`src/rtl/stage_fetch_pkg.sv`:
```
// Shared core definitions for the fetch stage: FSM state type, default
// constants and the PC increment helper.
package stage_fetch_pkg;

   typedef enum logic [1:0] {
      S_REQ  = 2'd0,
      S_WAIT = 2'd1,
      S_HOLD = 2'd2
   } fetch_state_t;

   localparam logic [31:0] DEFAULT_RESET_PC  = 32'h0000_0000;
   localparam logic [31:0] DEFAULT_NOP_INSTR = 32'h0000_0000;
   localparam logic [31:0] PC_STEP           = 32'd4;

   // Sequential successor of a PC, wrapping modulo 2^32.
   function automatic logic [31:0] pc_next(input logic [31:0] pc);
      return pc + PC_STEP;
   endfunction

endpackage

```
`src/rtl/stage_fetch_pc_register.sv`:
```
// Fetch PC register: sequential advance, immediate redirect, and a pending
// redirect slot used while the current request is still being presented.
module pc_register
   import stage_fetch_pkg::*;
#(
   parameter logic [31:0] RESET_PC = DEFAULT_RESET_PC
) (
   input  logic        clk,
   input  logic        rst_n,
   input  logic        redirect,
   input  logic [31:0] target,
   input  logic        req_blocked,
   input  logic        req_accept,
   input  logic        advance,
   output logic [31:0] pc,
   output logic        pend_valid
);

   logic [31:0] pend_target;

   // While a request is blocked the address must stay put, so a redirect is
   // parked and applied on the acceptance edge instead.
   always_ff @(posedge clk or negedge rst_n) begin
      if (!rst_n) begin
         pc          <= RESET_PC;
         pend_valid  <= 1'b0;
         pend_target <= '0;
      end else if (redirect && req_blocked) begin
         pend_valid  <= 1'b1;
         pend_target <= target;
      end else if (redirect) begin
         pc          <= target;
         pend_valid  <= 1'b0;
      end else if (pend_valid && req_accept) begin
         pc          <= pend_target;
         pend_valid  <= 1'b0;
      end else if (advance) begin
         pc          <= pc_next(pc);
      end
   end

endmodule

```
`src/rtl/stage_fetch.sv`:
```
// Instruction fetch stage: Avalon-MM read master with a single outstanding
// request, a one-entry return buffer and the IF/DE pipeline register.
module stage_fetch
   import stage_fetch_pkg::*;
#(
   parameter logic [31:0] RESET_PC  = DEFAULT_RESET_PC,
   parameter logic [31:0] NOP_INSTR = DEFAULT_NOP_INSTR
) (
   input  logic        clk,
   input  logic        rst_n,
   output logic        imem_read,
   output logic [31:0] imem_address,
   input  logic        imem_waitrequest,
   input  logic [31:0] imem_readdata,
   input  logic        imem_readdatavalid,
   input  logic        de_stall,
   input  logic        de_clear,
   input  logic        ex_pc_src,
   input  logic [31:0] ex_pc_target,
   output logic [31:0] de_instr,
   output logic [31:0] de_pc,
   output logic [31:0] de_pc_plus4
);

   fetch_state_t state;
   logic         discard;
   logic         buf_valid;
   logic [31:0]  buf_word;
   logic [31:0]  buf_pc;
   logic [31:0]  pc;
   logic         pend_valid;

   logic         in_req;
   logic         in_wait;
   logic         in_hold;
   logic         req_accept;
   logic         req_blocked;
   logic         rdv_wait;
   logic         ready;
   logic         load_word;
   logic         consume;
   logic [31:0]  rdy_word;
   logic [31:0]  rdy_pc;

   assign in_req      = (state == S_REQ);
   assign in_wait     = (state == S_WAIT);
   assign in_hold     = (state == S_HOLD);
   assign req_accept  = in_req && !imem_waitrequest;
   assign req_blocked = in_req && imem_waitrequest;
   assign rdv_wait    = in_wait && imem_readdatavalid;

   // A word is ready from the buffer, or bypassed on its return cycle.
   assign ready     = (in_hold && buf_valid) || (rdv_wait && !discard);
   // A redirect in the same cycle wins over delivering the old-path word.
   assign load_word = ready && !ex_pc_src;
   assign consume   = load_word && !de_stall && !de_clear;
   assign rdy_word  = in_hold ? buf_word : imem_readdata;
   assign rdy_pc    = in_hold ? buf_pc   : pc;

   assign imem_read    = in_req;
   assign imem_address = pc;

   pc_register #(
      .RESET_PC (RESET_PC)
   ) u_pc (
      .clk         (clk),
      .rst_n       (rst_n),
      .redirect    (ex_pc_src),
      .target      (ex_pc_target),
      .req_blocked (req_blocked),
      .req_accept  (req_accept),
      .advance     (consume),
      .pc          (pc),
      .pend_valid  (pend_valid)
   );

   // Fetch FSM with discard tracking and the one-entry return buffer.
   always_ff @(posedge clk or negedge rst_n) begin
      if (!rst_n) begin
         state     <= S_REQ;
         discard   <= 1'b0;
         buf_valid <= 1'b0;
         buf_word  <= '0;
         buf_pc    <= '0;
      end else begin
         case (state)
            S_REQ: begin
               if (req_accept) begin
                  state   <= S_WAIT;
                  // Request for a stale pc: its data must be dropped.
                  discard <= ex_pc_src || pend_valid;
               end
            end
            S_WAIT: begin
               if (imem_readdatavalid) begin
                  discard <= 1'b0;
                  if (ex_pc_src || discard || consume) begin
                     state <= S_REQ;
                  end else begin
                     state     <= S_HOLD;
                     buf_valid <= 1'b1;
                     buf_word  <= imem_readdata;
                     buf_pc    <= pc;
                  end
               end else if (ex_pc_src) begin
                  discard <= 1'b1;
               end
            end
            S_HOLD: begin
               if (ex_pc_src || consume) begin
                  state     <= S_REQ;
                  buf_valid <= 1'b0;
               end
            end
            default: state <= S_REQ;
         endcase
      end
   end

   // IF/DE register: clear, then stall, then word, otherwise a bubble.
   always_ff @(posedge clk or negedge rst_n) begin
      if (!rst_n) begin
         de_instr    <= NOP_INSTR;
         de_pc       <= '0;
         de_pc_plus4 <= '0;
      end else if (de_clear) begin
         de_instr    <= NOP_INSTR;
         de_pc       <= '0;
         de_pc_plus4 <= '0;
      end else if (de_stall) begin
         de_instr    <= de_instr;
      end else if (load_word) begin
         de_instr    <= rdy_word;
         de_pc       <= rdy_pc;
         de_pc_plus4 <= pc_next(rdy_pc);
      end else begin
         de_instr    <= NOP_INSTR;
         de_pc       <= '0;
         de_pc_plus4 <= '0;
      end
   end

endmodule

```
`config.mk`:
```
export PLATFORM = sky130hd
export DESIGN_NAME = stage_fetch
export DESIGN_NICKNAME = d
export VERILOG_FILES = /design/src/rtl/stage_fetch_pkg.sv /design/src/rtl/stage_fetch_pc_register.sv /design/src/rtl/stage_fetch.sv
export SDC_FILE = /design/constraint.sdc
export NUM_CORES = 1
export LEC_CHECK = 0
export BUFFER_PORTS_ARGS = -buffer_cell sky130_fd_sc_hd__buf_4
export CAP_MARGIN = 20
export CORE_MARGIN = 2
export CORE_UTILIZATION = 40
export DETAILED_ROUTE_END_ITERATION = 8
export GPL_TIMING_DRIVEN = 0
export PLACE_DENSITY = 0.66
export SYNTH_ARGS = -nofsm -noshare
export SYNTH_HDL_FRONTEND = slang
export SYNTH_SLANG_ARGS = --single-unit
```
`constraint.sdc`:
```
create_clock -name clk -period 3.2 [get_ports clk]
set_clock_uncertainty 0.1 [all_clocks]
set_input_delay 0.64 -clock clk [delete_from_list [all_inputs] [get_ports clk]]
set_output_delay 0.64 -clock clk [all_outputs]
set_load 0.02 [all_outputs]
```
==> reports/summary.txt, run 1 <==
Row count - 61
First-pass GRT wire length - 51600 um
Number of synthesized flops with an enable pin - 0
Final Slew Violations - 0
HP Class - in2reg
CP delay by family, top - simple AND/OR/NAND/NOR gates
Die Span Y - 171 um
WHS Endpoint - u_pc.pend_target[8]$_DFFE_PN0P_
Mapped Area - 0.0112 mm^2
Port Buffers - 199
Initial core utilization - 0.405
Clk slew on worst S/H paths - 0.06 ns
FF+latch count, synth - 227
Worst EP required - 3.57 ns
Num ports - 200
Async SR Flop Fraction - 1.00
Largest net degree at the start of global routing - 98
Gr busiest metal - met2
Kind of critical path - reg2reg
Routed length per instance - 19.1 um
Worst hold stages - 3
Vias in the first global route - 8995
DRC Markers - 0
Fin crit share - 0.928
CORE AREA - 0.0277 mm^2
Hold_sp - ex_pc_target[8]
Unrepaired setup endpoints after global routing - false
Crit end category - flip-flop
Worst-margin pin slew - 0.779 ns
CTS H-tree lvls - 1
Seq/Total Area, Yosys - 0.507
Gate Count Post-Synth - 1109
Synth Flop Type - dfrtp_1
Die Width - 171 um
First DRT Iteration DRCs - 669
Share of post-route cells with drive strength above 1 - 0.286
CTS tree - yes
CP bufs+invs - 4
DP Cell Count - 1688
Max-Cap Viols - 0
Tot GR Track Use - 0.225
Initial antenna violation count - 0
Cts bufs inserted - 26
GRT met3 Usage - 0.0322
Max clock buf depth - 3
Total Wirelength - 33200 um
Router iterations before antenna repair - 5
Routability cong. - 0.886
FF-to-FF End - de_pc_plus4[24]$_DFFE_PN0P_
Mean Syn Cell Area - 10.1 um^2
Arrival time worst endpoint - 3.34 ns
Via density - 5.29
Reg2reg path depth - 13
Distinct cells, synth - 70
# clock sinks - 227
Final setup viols - 0
Leak - 0.00663 uW
Final min period - 2.97 ns
FF-to-FF Start - state[1]$_DFFE_PN0P_
# diodes - 0
Final Hold Viols - 0
Max rail drop VDD - 0.000378 V
Met2 Use GR - 0.361
Final Non-Filler Cells - 1741
DP HPWL - 24600 um
Critical-path top delay cell - or4_1
Clock latency on the worst-skew pair - 0.53 ns
Yosys warns - 0
Syn-to-layout area delta - 26.7%
Critical path launch point type - flip-flop
Crit Path Max Fanout - 19
Final Net Count - 1416
Flop2flop setup slack - 0.23 ns
Die area - 0.0294 mm^2
Status - finished, final reports clean
Power Dens Cells - 809 mW/mm^2
Via count - 9204
GRT Residual Overflow - 0
F_max - 0.337 GHz
Cell depth of the worst setup path - 13
Power, Total - 11500 uW
Max_slew headroom - 0.480
Crit path cell chain - nor2b_1 -> buf_6 -> buf_8 -> buf_12 -> mux2i_2 -> inv_2 -> ha_4 -> nand4_1 -> o22ai_2 -> nand3_4 -> or4_1 -> a21oi_2 -> a21o_1
Routed Antenna Nets - 0
Synth Net Count - 1182
Root buf cell - clkbuf_16
CP peak stage delay - 0.51 ns
Grt met1 use - 0.319
flip-flops by register name, summed over array words and instances (netlist names):
| register | flops |
|---|---|
| buf_pc | 32 |
| buf_word | 32 |
| de_instr | 32 |
| de_pc | 32 |
| u_pc.pc | 32 |
| u_pc.pend_target | 32 |
| de_pc_plus4 | 30 |
| state | 2 |
| buf_valid | 1 |
| discard | 1 |
| u_pc.pend_valid | 1 |
worst register-to-register path, cell delays in order, from the launching register on:
cell and delay (ns):
dfrtp_1 0.40, nor2b_1 0.15, buf_6 0.12, buf_8 0.14, buf_12 0.17, mux2i_2 0.21
inv_2 0.15, ha_4 0.17, nand4_1 0.11, o22ai_2 0.25, nand3_4 0.12, or4_1 0.51
a21oi_2 0.21, a21o_1 0.10
cells by family after synthesis:
group	share of synthesized area
AND/OR/NAND/NOR	0.165
flip-flops	0.507
AO/OA/AOI/OAI	0.121
multiplexers	0.134
buffers and inverters	0.0424
XOR/XNOR	0.0281
adder cells (fa/ha/maj)	0.00223
worst max-delay path by stage:
| stage | startpoint | end | slack, ns |
|---|---|---|---|
| global placement | rst_n | u_pc.pend_target[10]$_DFFE_PN0P_ | -0.42 |
| floorplan | state[0]$_DFFE_PN0P_ | de_pc_plus4[24]$_DFFE_PN0P_ | 0.34 |
| CTS | state[1]$_DFFE_PN0P_ | de_pc_plus4[24]$_DFFE_PN0P_ | 0.04 |
| detailed placement | state[1]$_DFFE_PN0P_ | de_pc_plus4[24]$_DFFE_PN0P_ | -0.39 |
| global route | state[1]$_DFFE_PN0P_ | de_pc_plus4[26]$_DFFE_PN0P_ | 0.1 |
| finish | state[1]$_DFFE_PN0P_ | de_pc_plus4[24]$_DFFE_PN0P_ | 0.23 |
final cells by class:
| cell class | count | area [um^2] |
|---|---|---|
| Inverter | 7 | 26.3 |
| Multi-Input combinational cell | 792 | 5090 |
| Fill cell | 2620 | 13500 |
| Tap cell | 378 | 473 |
| Clock inverter | 12 | 118 |
| Clock buffer | 36 | 779 |
| Buffer | 82 | 442 |
| Timing Repair Buffer | 207 | 1600 |
| Sequential cell | 227 | 5680 |
Yosys cell counts, drive strengths merged, types with 2 or more instances:
| master | count | area, um^2 |
|---|---|---|
| nand4b | 3 | 26.3 |
| a21o | 3 | 22.5 |
| o31ai | 5 | 37.5 |
| nor2 | 47 | 176 |
| mux2 | 65 | 732 |
| o32ai | 2 | 36.3 |
| o311ai | 3 | 26.3 |
| a32o | 5 | 50.1 |
| nand3 | 22 | 135 |
| a221oi | 4 | 35.0 |
| nor4 | 12 | 121 |
| a21oi | 31 | 155 |
| nand2 | 249 | 935 |
| nor3 | 16 | 90.1 |
| o31a | 2 | 17.5 |
| nor2b | 4 | 25.0 |
| ha | 2 | 25.0 |
| and4 | 2 | 17.5 |
| nand2b | 10 | 62.6 |
| mux2i | 72 | 774 |
| a211o | 3 | 26.3 |
| xor2 | 25 | 219 |
| a2bb2oi | 2 | 17.5 |
| nor3b | 2 | 25.0 |
| buf | 39 | 284 |
| o22ai | 4 | 25.0 |
| a31oi | 11 | 68.8 |
| o21ai | 119 | 607 |
| a211oi | 10 | 75.1 |
| and3 | 10 | 62.6 |
| o211ai | 5 | 37.5 |
| clkbuf | 44 | 165 |
| a22o | 3 | 26.3 |
| nor4b | 4 | 62.6 |
| dfrtp | 227 | 5680 |
| inv | 7 | 26.3 |
| nand4 | 9 | 62.6 |
| xnor2 | 11 | 96.3 |
power by group:
group	total [uW]	switching, uW	leakage (uW)	internal, uW
Combinational	3940	2290	0.00328	1660
Sequential	4490	748	0.00290	3740
Clock	3070	1210	0.000453	1860
Total	11500	4250	0.00663	7260
placed cells by master (no fill, tap or decap), drive strengths merged, types with 3 or more instances in the layout:
cell / netlist / routed
a211o: 3 / 3
a211oi: 10 / 10
a21o: 3 / 3
a21oi: 31 / 31
a221oi: 4 / 4
a22o: 3 / 3
a31oi: 11 / 11
a32o: 5 / 5
and3: 10 / 10
buf: 39 / 244
clkbuf: 44 / 80
clkinv: 0 / 10
dfrtp: 227 / 227
inv: 7 / 7
mux2: 65 / 65
mux2i: 72 / 72
nand2: 249 / 249
nand2b: 10 / 10
nand3: 22 / 22
nand4: 9 / 9
nand4b: 3 / 3
nor2: 47 / 47
nor2b: 4 / 4
nor3: 16 / 16
nor4: 12 / 12
nor4b: 4 / 4
o211ai: 5 / 5
o21ai: 119 / 119
o22ai: 4 / 4
o311ai: 3 / 3
o31ai: 5 / 5
xnor2: 11 / 11
xor2: 25 / 25
per-layer routing:
metal / share of wire / up-vias
li1: - / 4348
met1: 0.45 / 4510
met2: 0.47 / 292
met3: 0.060 / 54
met4: 0.026 / 0
met5: 0 / -
metrics by stage:
step / cell area [um^2] / util / hold WS (ns) / worst slack [ns] / TNS, ns
5_1_grt: 14200 / 0.513 / 0.214 / 0.0958 / 0
3_3_place_gp: 13200 / 0.476 / 0.352 / -0.424 / -90.86
2_1_floorplan: 11200 / - / 0.244 / 0.343 / 0
4_1_cts: 14200 / 0.513 / 0.200 / 0.0442 / 0
3_5_place_dp: 13200 / 0.478 / 0.356 / -0.392 / -1.20
6_report: 14200 / 0.513 / 0.211 / 0.229 / 0
what timing repair did:
action / 4_1_cts / 5_1_grt
endpoints found under the setup margin: 7 / 6
hold buffers: 1 / 0
pin swaps: 2 / 0
buffers inserted: 5 / 0
gates resized for setup: 6 / 1
endpoints found under the hold margin: 60 / 0
Note: power is estimated with default switching activity, not from simulation.
==> inputs of run 2 (changes only) <==
CORE_ASPECT_RATIO = 1.1   (was unset)
==> reports/summary.txt, run 2 (synthesis results as in run 1) <==
First DRT Iteration DRCs - 629 (-6.0%)
P_int - 7050 uW (-2.9%)
Max_slew headroom - 0.396 (-0.0845)
Initial antenna violation count - 0 (unchanged)
Worst-margin pin slew - 0.906 ns (+0.127 ns)
Total Wirelength - 33100 um (-0.16%)
Clock power share - 0.253 (-0.014)
DP HPWL - 24500 um (-0.55%)
Router iterations before antenna repair - 5 (unchanged)
Share of post-route cells with drive strength above 1 - 0.278 (-0.00823)
Routed Antenna Nets - 0 (unchanged)
HP Class - in2async
Row count - 64 (+4.9%)
Via count - 9190 (-0.15%)
Final setup viols - 0 (unchanged)
Most frequent cells in the layout - 249 x nand2_1, 227 x dfrtp_1, 205 x buf_4
Die Width - 164 um (-4.5%)
CTS Hold Bufs - 0 (-1)
Die area - 0.0294 mm^2 (about the same)
CTS tree - yes
Max-Cap Viols - 0 (unchanged)
Die Span Y - 180 um (+4.8%)
Worst EP required - 3.57 ns (about the same)
Crit end category - flip-flop
Routed length per instance - 19.3 um (+1.3%)
Flop2flop setup slack - 0.20 ns (-0.03 ns)
Logic pwr share - 0.349 (+0.006)
Clock latency on the worst-skew pair - 0.53 ns (about the same)
Syn-to-layout area delta - 25.1%
Commonest non-fill, non-tap cell in the layout - nand2_1
Switching fraction of total power - 0.373 (+0.00440)
Reg2reg path depth - 13 (unchanged)
DRC Markers - 0 (unchanged)
Port Buffers - 199 (unchanged)
CORE AREA - 0.0277 mm^2 (about the same)
WHS - 0.0835 ns (-0.127 ns)
Crit Path Max Fanout - 19 (unchanged)
Crit path launch - state[1]$_DFFE_PN0P_
Clk slew on worst S/H paths - 0.06 ns (about the same)
Final Slew Violations - 0 (unchanged)
Leak - 0.00654 uW (-1.5%)
# clock sinks - 227 (unchanged)
Kind of critical path - reg2reg
CTS H-tree lvls - 1 (unchanged)
Unrepaired setup endpoints after global routing - false
Cts bufs inserted - 24 (-7.7%)
Final Non-Filler Cells - 1716 (-1.4%)
GRT Residual Overflow - 0 (unchanged)
# diodes - 0 (unchanged)
First-pass GRT wire length - 52000 um (+0.87%)
Setup crit end - de_pc_plus4[24]$_DFFE_PN0P_
Via density - 5.36 (+1.3%)
FF-to-FF End - de_pc_plus4[24]$_DFFE_PN0P_
Max rail drop VDD - 0.000361 V (-4.6%)
Status - finished, final reports clean
Largest net degree at the start of global routing - 116 (+18%)
Initial core utilization - 0.405 (about the same)
Final Net Count - 1409 (-0.49%)
Net switching power - 4200 uW (-1.0%)
FF-to-FF Start - state[1]$_DFFE_PN0P_
DP Cell Count - 1672 (-0.95%)
Reg power frac - 0.398 (+0.008)
Routability cong. - 0.873 (-1.5%)
Tot GR Track Use - 0.225 (-0.000716)
Final Hold Viols - 0 (unchanged)
Arrival time worst endpoint - 3.37 ns (+0.03 ns)
Fin crit share - 0.938 (+0.00918)
Power, Total - 11300 uW (-2.2%)
Final min period - 3.00 ns (+0.0294 ns)
Num ports - 200 (unchanged)
Vias in the first global route - 9176 (+2.0%)
Power Dens Cells - 803 mW/mm^2 (-0.85%)
F_max - 0.333 GHz (-0.98%)
Max clock buf depth - 3 (unchanged)
Root buf cell - clkbuf_16
Critical path launch point type - flip-flop
## run 2: worst max-delay path: stages (launching register included)
cell and delay [ns]:
dfrtp_1 0.40, nor2b_1 0.15, buf_6 0.12, buf_8 0.14, buf_12 0.17, mux2i_2 0.20
inv_2 0.10, ha_2 0.21, nand4_1 0.12, o22ai_2 0.23, nand3_4 0.16, or4_1 0.54
a21oi_2 0.20, a21o_1 0.10
## run 2: through the flow
step                setup slack, ns  cell area, um^2  utilization  TNS [ns]
finish                        0.200            14000        0.506         0
global route                 0.0941            14000        0.506         0
CTS                          0.0131            14000        0.506         0
detailed placement           -0.375            13200        0.476     -1.45
global placement             -0.430            13200        0.475    -91.71
floorplan                     0.343            11200            -         0
## run 2: layer usage
layer	GRT usage	up-vias	routed length [um]
met2	0.357	320	15600
met5	0	-	0
met4	0.0870	0	1220
li1	-	4326	-
met3	0.0309	71	2000
met1	0.312	4473	14300
## run 2: worst min path at each step
| stage | end | slack, ns | depth (start not counted) |
|---|---|---|---|
| 2_1_floorplan | buf_pc[0]$_DFFE_PN0P_ | 0.24 | 0 |
| 3_3_place_gp | u_pc.pend_target[19]$_DFFE_PN0P_ | 0.35 | 2 |
| 3_5_place_dp | u_pc.pend_target[24]$_DFFE_PN0P_ | 0.36 | 2 |
| 4_1_cts | u_pc.pend_target[25]$_DFFE_PN0P_ | 0.14 | 1 |
| 5_1_grt | u_pc.pend_target[8]$_DFFE_PN0P_ | 0.16 | 1 |
| 6_report | u_pc.pend_target[8]$_DFFE_PN0P_ | 0.08 | 1 |
## run 2: area by class of cell
cell class              instances  area (um^2)
multi-input cells             792         5070
well taps                     363          454
fillers                      2576        13700
inverters                       7         26.3
clock buffers                  35          692
repair buffers                202         1540
flip-flops and latches        227         5680
clock inverters                 8          110
plain buffers                  82          442
## run 2: timing repair
| item | 4_1_cts | 5_1_grt |
|---|---|---|
| endpoints found under the setup margin | 7 | 4 |
| resized for setup | 5 | 0 |
| setup buffers | 2 | 0 |
## run 2: power by group through the flow
stage | Clock (uW) | Combinational, uW | Sequential [uW]
2_1_floorplan | 0 | 2370 | 4550
3_3_place_gp | 0 | 3810 | 4460
3_5_place_dp | 0 | 3880 | 4500
4_1_cts | 2890 | 3920 | 4450
5_1_grt | 3000 | 4280 | 4580
6_report | 2850 | 3930 | 4470
==> inputs of run 3 (changes only) <==
BUFFER_PORTS_ARGS = unset   (was -buffer_cell sky130_fd_sc_hd__buf_4)
DONT_BUFFER_PORTS = 1   (was unset)
PLACE_DENSITY = 0.6   (was 0.66)
==> reports/summary.txt, run 3 (synthesis results as in run 1) <==
Largest net degree at the start of global routing - 228 (+97%)
Via density - 5.50 (+2.7%)
Crit end category - flip-flop
Cts bufs inserted - 26 (+8.3%)
GRT Residual Overflow - 0 (unchanged)
Switching fraction of total power - 0.376 (+0.00220)
Routed length per instance - 21.5 um (+11%)
Clock power share - 0.272 (+0.019)
# clock sinks - 227 (unchanged)
Final Hold Viols - 227 (+227)
Kind of critical path - reg2reg
DP HPWL - 23700 um (-3.2%)
Failing checks - hold timing
Via count - 8368 (-8.9%)
Final Slew Violations - 0 (unchanged)
Unrepaired setup endpoints after global routing - false
Crit path launch - state[0]$_DFFE_PN0P_
Final worst-path setup slack - 0.217 ns (+0.0169 ns)
First-pass GRT wire length - 51200 um (-1.6%)
Routability cong. - 0.844 (-3.3%)
Clk slew on worst S/H paths - 0.07 ns (about the same)
Final Net Count - 1211 (-14%)
Most frequent cells in the layout - 249 x nand2_1, 227 x dfrtp_1, 101 x o21ai_0
Initial core utilization - 0.405 (unchanged)
Share of post-route cells with drive strength above 1 - 0.155 (-0.123)
Logic pwr share - 0.283 (-0.066)
Num ports - 200 (unchanged)
Initial antenna violation count - 0 (unchanged)
Worst-margin pin slew - 0.782 ns (-0.124 ns)
Fillers - 2645 (+2.7%)
Final setup viols - 0 (unchanged)
Vias in the first global route - 8609 (-6.2%)
CORE AREA - 0.0277 mm^2 (unchanged)
FF+latch area - 0.00568 mm^2 (unchanged)
Final min period - 2.98 ns (-0.0169 ns)
Port Buffers - 0 (-100%)
Die Span Y - 180 um (unchanged)
Row count - 64 (unchanged)
F_max - 0.335 GHz (+0.57%)
Die Width - 164 um (unchanged)
Worst EP required - 3.57 ns (about the same)
P_int - 6760 uW (-4.1%)
Util after Layout - 0.453 (-0.0536)
HP Class - in2async
Reg2reg path depth - 13 (unchanged)
Max_slew headroom - 0.478 (+0.0825)
Clock latency on the worst-skew pair - 0.54 ns (about the same)
Arrival time worst endpoint - 3.35 ns (-0.02 ns)
DP Cell Count - 1472 (-12%)
Critical path launch point type - flip-flop
Max-Cap Viols - 0 (unchanged)
Max clock buf depth - 3 (unchanged)
Net switching power - 4070 uW (-3.2%)
Dpl ws - -0.333 ns (+0.0419 ns)
Reg power frac - 0.445 (+0.047)
Commonest non-fill, non-tap cell in the layout - nand2_1
Flop2flop setup slack - 0.22 ns (+0.02 ns)
Setup TNS - 0 ns (unchanged)
Area of the multi-input gates - 0.00507 mm^2 (about the same)
FF-to-FF Start - state[0]$_DFFE_PN0P_
First DRT Iteration DRCs - 681 (+8.3%)
Root buf cell - clkbuf_16
Fin crit share - 0.932 (-0.00528)
Total Wirelength - 32700 um (-1.4%)
Max rail drop VDD - 0.000342 V (-5.3%)
# diodes - 0 (unchanged)
FF-to-FF End - de_pc_plus4[24]$_DFFE_PN0P_
Status - finished, violations left
DRC Markers - 0 (unchanged)
WHS - -0.290 ns (-0.374 ns)
Leak - 0.00554 uW (-15%)
Tot GR Track Use - 0.223 (-0.00184)
Routed Antenna Nets - 0 (unchanged)
Router iterations before antenna repair - 5 (unchanged)
CTS tree - yes
Die area - 0.0294 mm^2 (unchanged)
Syn-to-layout area delta - 11.8%
CTS H-tree lvls - 1 (unchanged)
Power Dens Cells - 864 mW/mm^2 (+7.6%)
Final Non-Filler Cells - 1521 (-11%)
Crit Path Max Fanout - 19 (unchanged)
-- run 3: cell count changes in the layout (fill, tap and decap cells not counted), moves of 2 or more --
cell,previous run,this run
clkbuf_8,5,8
clkbuf_16,24,27
bufinv_16,2,0
clkinv_2,2,4
buf_4,205,7
-- run 3: cell type report --
class                   count  area share
clock inverters             6     0.00309
repair buffers              2     0.00120
flip-flops and latches    227       0.453
inverters                   7     0.00210
clock buffers              42      0.0648
plain buffers              82      0.0352
well taps                 363      0.0362
multi-input cells         792       0.404
-- run 3: repair_timing --
item                                   CTS  global route
gates cloned                             0             0
setup endpoints to repair                7             1
pin swaps                                0             0
buffers inserted                         1             1
endpoints found under the hold margin  227           227
gates resized for setup                  3             1
-- run 3: power by group through the flow --
stage	sequential, uW	clock [uW]	combinational (uW)
after detailed placement	4870	0	3020
final	4820	2950	3060
after floorplan	4550	0	2370
after CTS	4810	3010	3030
after global placement	4840	0	2960
after global routing	4940	3130	3390
-- run 3: how the worst max path moves through the flow --
stage | cells past startpoint | to
final | 13 | de_pc_plus4[24]$_DFFE_PN0P_
after global placement | 14 | de_pc_plus4[24]$_DFFE_PN0P_
after detailed placement | 14 | de_pc_plus4[24]$_DFFE_PN0P_
after global routing | 13 | de_pc_plus4[24]$_DFFE_PN0P_
after floorplan | 14 | de_pc_plus4[24]$_DFFE_PN0P_
after CTS | 13 | de_pc_plus4[24]$_DFFE_PN0P_
-- run 3: metal layers --
layer	vias up	global-route usage	routed length [um]
li1	3918	-	-
met1	4096	0.292	13700
met2	292	0.350	14900
met3	62	0.0651	2990
met4	0	0.0811	1140
met5	-	0	0
-- run 3: worst max-delay path: stages, from the launching register on --
cell     delay [ns]
dfrtp_1        0.39
nor2b_1        0.15
buf_6          0.12
buf_8          0.15
buf_12         0.19
mux2i_1        0.14
inv_2          0.11
ha_2           0.22
nand4_1        0.12
o22ai_2        0.22
nand3_4        0.17
or4_1          0.53
a21oi_2        0.20
a21o_1         0.10
-- run 3: stage by stage --
step | area, um^2 | total power (uW)
after floorplan | 11200 | 6920
after global placement | 11700 | 7800
after detailed placement | 11700 | 7890
after CTS | 12500 | 10900
after global routing | 12500 | 11500
final | 12500 | 10800
